`config.mk`:
```
export PLATFORM = sky130hd
export DESIGN_NAME = tick_scheduler
export DESIGN_NICKNAME = d
export VERILOG_FILES = /design/src/rtl/tick_sched_pkg.sv /design/src/rtl/tick_channel.sv /design/src/rtl/tick_scheduler.sv
export SDC_FILE = /design/constraint.sdc
export NUM_CORES = 1
export LEC_CHECK = 0
export BUFFER_PORTS_ARGS = -buffer_cell sky130_fd_sc_hd__buf_4
export CAP_MARGIN = 25
export CELL_PAD_IN_SITES_DETAIL_PLACEMENT = 0
export CELL_PAD_IN_SITES_GLOBAL_PLACEMENT = 1
export CORE_MARGIN = 2
export CORE_UTILIZATION = 49
export CTS_CLUSTER_DIAMETER = 150
export DETAILED_ROUTE_END_ITERATION = 10
export GPL_ROUTABILITY_DRIVEN = 0
export PLACE_DENSITY = 0.83
export SYNTH_ARGS = -nofsm -noshare
export SYNTH_HDL_FRONTEND = slang
export SYNTH_SLANG_ARGS = --single-unit
```
`constraint.sdc`:
```
create_clock -name clk -period 6.7 [get_ports clk]
set_input_delay 0 -clock clk [delete_from_list [all_inputs] [get_ports clk]]
set_output_delay 0 -clock clk [all_outputs]
set_load 0.01 [all_outputs]
```
`src/rtl/tick_sched_pkg.sv`:
```
// Shared types and default sizes for the tick scheduler.
//   state_e : scheduler FSM encoding, visible on the state output
//   mode_e  : per-channel tick mode
//   *_DEF   : default parameter values for channel count, counter and tap widths
package tick_sched_pkg;

  typedef enum logic [1:0] {
    IDLE = 2'd0,
    SYNC = 2'd1,
    RUN  = 2'd2
  } state_e;

  typedef enum logic {
    PERIODIC = 1'b0,
    ONESHOT  = 1'b1
  } mode_e;

  localparam int NUM_CH_DEF = 4;
  localparam int CNT_W_DEF  = 32;
  localparam int TAP_W_DEF  = 5;

endpackage

```
`src/rtl/tick_channel.sv`:
```
// One tick channel: holds tap/mode/enable configuration, clears its own
// enable after the first tick in one-shot mode, and registers its tick so
// it lines up with the registered counter value.
// Ports:
//   clk, reset      : clock, async active-low reset
//   wr_i            : accepted config write targeting this channel
//   wr_tap_i/mode/en: values written on wr_i
//   run_d_i         : scheduler will be in RUN next cycle
//   count_d_i       : counter value for next cycle
//   tick_o, en_o    : registered tick pulse and current enable
module tick_channel
  import tick_sched_pkg::*;
#(
  parameter int CNT_W = CNT_W_DEF,
  parameter int TAP_W = TAP_W_DEF
) (
  input  logic             clk,
  input  logic             reset,
  input  logic             wr_i,
  input  logic [TAP_W-1:0] wr_tap_i,
  input  mode_e            wr_mode_i,
  input  logic             wr_en_i,
  input  logic             run_d_i,
  input  logic [CNT_W-1:0] count_d_i,
  output logic             tick_o,
  output logic             en_o
);

  logic [TAP_W-1:0] tap_q, tap_d;
  mode_e            mode_q, mode_d;
  logic             en_q, en_d;
  logic             tick_q, tick_d;
  logic [CNT_W-1:0] hi_mask, tap_bit;

  // Tick is evaluated against next-cycle values so that the registered
  // pulse appears in the same cycle as the count and config it matched.
  always_comb begin
    tap_d  = tap_q;
    mode_d = mode_q;
    en_d   = en_q;
    if (wr_i) begin
      // A write beats a same-cycle one-shot clear.
      tap_d  = wr_tap_i;
      mode_d = wr_mode_i;
      en_d   = wr_en_i;
    end else if (tick_q && (mode_q == ONESHOT)) begin
      en_d = 1'b0;
    end
    tap_bit = {{(CNT_W-1){1'b0}}, 1'b1} << tap_d;
    // Bits strictly above the tap; shifting twice keeps tap=CNT_W-1 legal.
    hi_mask = ({CNT_W{1'b1}} << tap_d) << 1;
    tick_d  = run_d_i && en_d && ((count_d_i & ~hi_mask) == tap_bit);
  end

  always_ff @(posedge clk or negedge reset) begin
    if (!reset) begin
      tap_q  <= '0;
      mode_q <= PERIODIC;
      en_q   <= 1'b0;
      tick_q <= 1'b0;
    end else begin
      tap_q  <= tap_d;
      mode_q <= mode_d;
      en_q   <= en_d;
      tick_q <= tick_d;
    end
  end

  assign tick_o = tick_q;
  assign en_o   = en_q;

endmodule

```
`src/rtl/tick_scheduler.sv`:
```
// Free-running counter with start/stop sequencing and NUM_CH tap-driven
// tick channels.
// Ports:
//   clk, reset         : clock, async active-low reset
//   start, stop        : run control (stop has priority)
//   cfg_valid/ready    : config write handshake (not ready during SYNC)
//   cfg_ch/tap/mode/en : channel config write payload
//   tick               : per-channel one-cycle pulse aligned with count
//   count              : current counter value
//   ch_en              : per-channel enable
//   state              : current FSM state
//
// state | meaning
// IDLE  | counter holds, no ticks
// SYNC  | single cycle, counter cleared, config writes stalled
// RUN   | counter increments and wraps, channels may tick
module tick_scheduler
  import tick_sched_pkg::*;
#(
  parameter int NUM_CH = NUM_CH_DEF,
  parameter int CNT_W  = CNT_W_DEF,
  parameter int TAP_W  = TAP_W_DEF
) (
  input  logic                      clk,
  input  logic                      reset,
  input  logic                      start,
  input  logic                      stop,
  input  logic                      cfg_valid,
  output logic                      cfg_ready,
  input  logic [$clog2(NUM_CH)-1:0] cfg_ch,
  input  logic [TAP_W-1:0]          cfg_tap,
  input  logic                      cfg_mode,
  input  logic                      cfg_en,
  output logic [NUM_CH-1:0]         tick,
  output logic [CNT_W-1:0]          count,
  output logic [NUM_CH-1:0]         ch_en,
  output logic [1:0]                state
);

  localparam int CH_W = $clog2(NUM_CH);

  state_e           state_q, state_d;
  logic [CNT_W-1:0] count_q, count_d;
  logic             cfg_acc;

  always_comb begin
    state_d = state_q;
    unique case (state_q)
      IDLE:    if (start && !stop) state_d = SYNC;
      SYNC:    state_d = stop ? IDLE : RUN;
      RUN:     if (stop) state_d = IDLE;
      default: state_d = IDLE;
    endcase
    // Count follows the state it will be shown in.
    count_d = count_q;
    if (state_d == SYNC)     count_d = '0;
    else if (state_d == RUN) count_d = count_q + CNT_W'(1);
  end

  always_ff @(posedge clk or negedge reset) begin
    if (!reset) begin
      state_q <= IDLE;
      count_q <= '0;
    end else begin
      state_q <= state_d;
      count_q <= count_d;
    end
  end

  assign cfg_ready = (state_q != SYNC);
  assign cfg_acc   = cfg_valid && cfg_ready;

  // Out-of-range cfg_ch matches no channel, so such writes are dropped.
  for (genvar c = 0; c < NUM_CH; c++) begin : g_ch
    tick_channel #(
      .CNT_W (CNT_W),
      .TAP_W (TAP_W)
    ) u_ch (
      .clk       (clk),
      .reset     (reset),
      .wr_i      (cfg_acc && (cfg_ch == CH_W'(c))),
      .wr_tap_i  (cfg_tap),
      .wr_mode_i (mode_e'(cfg_mode)),
      .wr_en_i   (cfg_en),
      .run_d_i   (state_d == RUN),
      .count_d_i (count_d),
      .tick_o    (tick[c]),
      .en_o      (ch_en[c])
    );
  end

  assign count = count_q;
  assign state = state_q;

endmodule

```
==> results.rst <==
.. list-table::
   :header-rows: 1

   * - Metric
     - Value
   * - Result of the run
     - complete, no violations
   * - Average cell area after synthesis
     - between 7 and 8 um^2
   * - Endpoints failing hold
     - 0
   * - Final total negative setup slack
     - 0 ps
   * - Required time of the worst setup path
     - slightly below 7000 ps
   * - Post-cts repair resize count
     - 0
   * - Maximum number of pins on one net before global-route repair
     - 67
   * - Flip-flop and latch count after synthesis
     - 66
   * - Kind of critical path
     - flop to flop
   * - Number of antenna repair diodes
     - 0
   * - CTS tree
     - done
   * - Routed length per placed instance
     - 25.8 um
   * - Starting density of the core
     - 0.500
   * - Total number of nets in the final design
     - 957
   * - Setup clock skew after layout
     - 9.12 ps
   * - Buffer count from post-CTS setup fixing
     - 0
   * - Via count of the routed design
     - ~8,200
   * - Number of different library cells in the post-synthesis netlist
     - 89
   * - Predominant post-synthesis flop cell
     - sky130_fd_sc_hd__dfrtp_1
   * - Bufs on Longest Clock Path
     - 2
   * - Vias in the first global route
     - 7,531
   * - Vias per cell
     - 7.31
   * - Portion of synthesized cell area occupied by the leading cell type
     - 0.238
   * - I/O pin cnt
     - 57
   * - Share of post-route cells with drive strength above 1
     - 0.140
   * - Shortest period the worst path allows
     - 4510 ps
   * - Number of buffers created by CTS
     - 9
   * - Fraction of the cycle the final worst path needs
     - 0.673
   * - Worst Max-Slew Pin Slew
     - 1420 ps
   * - Hold path start
     - cfg_en
   * - Number of setup violations in the final report
     - 0
   * - Number of synthesized flops with an enable pin
     - 0
   * - Number of antenna-violating nets in the routed design
     - 0
   * - Cell at the root of the clock tree
     - sky130_fd_sc_hd__clkbuf_16
   * - Library cell with the largest summed area after synthesis
     - sky130_fd_sc_hd__dfrtp_1
   * - Worst supply voltage drop on vdd
     - 0.116 mV
   * - Fraction of registers with async set or reset after synthesis
     - 1.00
   * - Clock tree sinks
     - 66
   * - H-tree Lvls
     - 3
   * - Post-CTS Hold Fix Bufs
     - 2
   * - Startpoint Class
     - flop
   * - Number of pins exceeding their max-slew limit in the final report
     - 0
   * - Number of stages on the worst hold path
     - 3
   * - Core Rows
     - 43
   * - Count of buffers from port buffering
     - 56
   * - Origin of the critical flop-to-flop path
     - state[1]$_DFF_PN0_
   * - Highest fanout seen on the critical path
     - 11
   * - CTS clk-pin slew, worst paths
     - 60 ps
   * - Die width
     - approximately 120 um
   * - Worst reg2reg path depth
     - 9
   * - Worst reg2reg setup slack
     - 2190 ps
   * - Area taken by multi-input logic gates
     - between 4000 and 5000 um^2
   * - Final wirelength
     - 29.0 mm
   * - Warning count from the yosys run
     - 0
   * - Classification of the worst-slack hold path
     - input pin to flop
   * - Power density over the cells
     - 228 nW/um^2
   * - Worst skew pair latency
     - 350 ps
   * - Static power due to leakage
     - 3.22 nW
   * - Global-route wire length before repair
     - 44.1 mm
   * - Dominant cells by area after synthesis
     - sky130_fd_sc_hd__dfrtp_1 24%, sky130_fd_sc_hd__mux2i_1 6.3%, sky130_fd_sc_hd__nand2_1 4.6%
   * - Worst Hold End
     - g_ch[3].u_ch.en_o$_DFF_PN0_
   * - Total die area
     - between 15,000 and 20,000 um^2
   * - Netlist area before placement
     - slightly below 7000 um^2
   * - Initial antenna violation count
     - 0
   * - Number of maximum-capacitance constraint violations
     - 0
   * - Pre-antenna DRT Iters
     - 7
   * - Remaining routing DRC violations
     - 0
   * - Final global-route overflow total
     - 0
   * - Total power
     - 1.75 mW
   * - Worst-case headroom to the max-slew limit
     - 0.0536
   * - Endpoint kind of the worst setup timing path
     - flop
   * - Final Util
     - 0.554
   * - Leading cell types in the layout, fill and taps excluded
     - 85 x sky130_fd_sc_hd__nand2_1, 81 x sky130_fd_sc_hd__nor2_1, 78 x sky130_fd_sc_hd__buf_4
   * - All-Layer GR Usage
     - 0.387
   * - Most common cell after layout, fill and taps aside
     - sky130_fd_sc_hd__nand2_1
   * - Worst flop-to-flop path endpoint
     - g_ch[0].u_ch.tick_o$_DFF_PN0_
   * - Placeable core region
     - about 14,000 um^2
   * - Filler cell count in the final layout
     - 1,334
   * - Post-Synthesis Net Count
     - ~940
   * - HPWL Detailed
     - just over 20 mm
   * - Unrepaired setup endpoints after global routing
     - no
   * - Sequential fraction of the synthesis area
     - 0.238
   * - Instance count of the mapped netlist
     - 923
   * - Arrival time worst endpoint
     - 4730 ps
   * - Area of all sequential standard cells
     - between 1500 and 2000 um^2
   * - Die Y
     - 123 um
   * - Area growth from synthesis to final layout
     - 10.7%
   * - Drt initial violations
     - roughly 1,000
   * - Maximum clock frequency
     - 222 MHz
==> Yosys cell counts (4+ instances only) <==
library cell                instances
sky130_fd_sc_hd__nor3b_1            5
sky130_fd_sc_hd__a22oi_1            6
sky130_fd_sc_hd__nand3_1           41
sky130_fd_sc_hd__o32ai_1            4
sky130_fd_sc_hd__buf_4             13
sky130_fd_sc_hd__a31oi_1           18
sky130_fd_sc_hd__mux2i_4            5
sky130_fd_sc_hd__dfrtp_1           66
sky130_fd_sc_hd__clkbuf_1          44
sky130_fd_sc_hd__or3_1              9
sky130_fd_sc_hd__o22ai_1            6
sky130_fd_sc_hd__a211oi_1          10
sky130_fd_sc_hd__nand2_1           85
sky130_fd_sc_hd__a21boi_0           4
sky130_fd_sc_hd__o221ai_1           5
sky130_fd_sc_hd__and2_1            11
sky130_fd_sc_hd__nand4_1           28
sky130_fd_sc_hd__a2111oi_0          6
sky130_fd_sc_hd__o21ai_0           61
sky130_fd_sc_hd__and3_1            10
sky130_fd_sc_hd__inv_2              6
sky130_fd_sc_hd__o311ai_0           4
sky130_fd_sc_hd__nand3b_1           8
sky130_fd_sc_hd__or4_1             11
sky130_fd_sc_hd__o31ai_1           17
sky130_fd_sc_hd__xnor2_1           11
sky130_fd_sc_hd__inv_1             31
sky130_fd_sc_hd__nor3_1            34
sky130_fd_sc_hd__nor2b_1           10
sky130_fd_sc_hd__a21oi_1           52
sky130_fd_sc_hd__nor2_1            81
sky130_fd_sc_hd__o211ai_1          13
sky130_fd_sc_hd__nand2b_1           8
sky130_fd_sc_hd__mux2i_1           44
sky130_fd_sc_hd__and4_1             8
sky130_fd_sc_hd__mux2_2             5
sky130_fd_sc_hd__o21ai_1            4
sky130_fd_sc_hd__nor4_1            28
sky130_fd_sc_hd__nand4b_1           5
sky130_fd_sc_hd__o31a_1             6
sky130_fd_sc_hd__o2111ai_1          4
sky130_fd_sc_hd__mux2i_2            4
sky130_fd_sc_hd__buf_2             10
==> cells by family (layout without fill, tap and decap cells) <==
group / count (synthesis) / count (layout) / share of synthesized area
AO/OA/AOI/OAI: 271 / 271 / 0.265
XOR/XNOR: 14 / 14 / 0.0204
adder cells (fa/ha/maj): 1 / 1 / 0.00180
buffers and inverters: 113 / 136 / 0.0736
flip-flops: 66 / 66 / 0.238
multiplexers: 58 / 58 / 0.0957
AND/OR/NAND/NOR: 400 / 400 / 0.305
==> cell type report <==
type,instances,share of cell area
clock buffer,9,0.0293
timing repair buffer,81,0.0798
inverter,40,0.0199
clock inverter,6,0.00456
multi-input combinational,744,0.622
tap,180,0.0293
sequential,66,0.215
==> report_power, final <==
group	internal (mW)	switching (mW)	total, mW
Sequential	0.444	0.0962	0.540
Combinational	0.281	0.493	0.774
Clock	0.245	0.190	0.435
==> registers in the layout (all words and copies together) (netlist names) <==
register / flops
g_ch.u_ch.tap_q: 20
g_ch.u_ch.en_o: 4
g_ch.u_ch.mode_q: 4
state: 2
g_ch.u_ch.tick_o: 4
count: 32
==> worst max-delay path by stage <==
| stage | start | slack [ps] | depth (start not counted) | to |
|---|---|---|---|---|
| after CTS | state[0]$_DFF_PN0_ | 2400 | 10 | g_ch[0].u_ch.tick_o$_DFF_PN0_ |
| after floorplan | count[4]$_DFF_PN0_ | 3600 | 12 | g_ch[2].u_ch.tick_o$_DFF_PN0_ |
| after global routing | state[0]$_DFF_PN0_ | 1970 | 10 | g_ch[0].u_ch.tick_o$_DFF_PN0_ |
| final | state[1]$_DFF_PN0_ | 2190 | 9 | g_ch[0].u_ch.tick_o$_DFF_PN0_ |
| after detailed placement | state[0]$_DFF_PN0_ | 2390 | 10 | g_ch[0].u_ch.tick_o$_DFF_PN0_ |
| after global placement | state[1]$_DFF_PN0_ | 2350 | 9 | g_ch[0].u_ch.tick_o$_DFF_PN0_ |
==> routing by layer <==
layer | vias up | global-route usage | share of wire | routed length [um]
li1 | 3555 | - | - | -
met2 | 695 | 0.555 | 0.41 | 12000
met1 | 3805 | 0.506 | 0.38 | 10900
met4 | 0 | 0.244 | 0.071 | 2050
met5 | - | 0 | 0 | 0
met3 | 175 | 0.117 | 0.14 | 4010
==> through the flow <==
stage               instances  cell area (um^2)  hold slack [ps]  setup slack (ps)
floorplan                 923              6940             -296              3600
global placement         1107              7390              168              2350
detailed placement       1108              7400              182              2390
CTS                      1125              7680             10.2              2400
global route             1126              7690             12.7              1970
finish                   1126              7690             27.2              2190
==> worst max-delay path: stages (launching register included) <==
cell and delay (ps):
sky130_fd_sc_hd__dfrtp_1 550, sky130_fd_sc_hd__xnor2_1 540, sky130_fd_sc_hd__nor2_1 80, sky130_fd_sc_hd__buf_4 210
sky130_fd_sc_hd__a22oi_1 1100, sky130_fd_sc_hd__inv_1 340, sky130_fd_sc_hd__or3_1 470, sky130_fd_sc_hd__a2111oi_0 510
sky130_fd_sc_hd__nand4_1 170, sky130_fd_sc_hd__a2111oi_2 400
No activity file was read; power rests on OpenSTA's default activity.
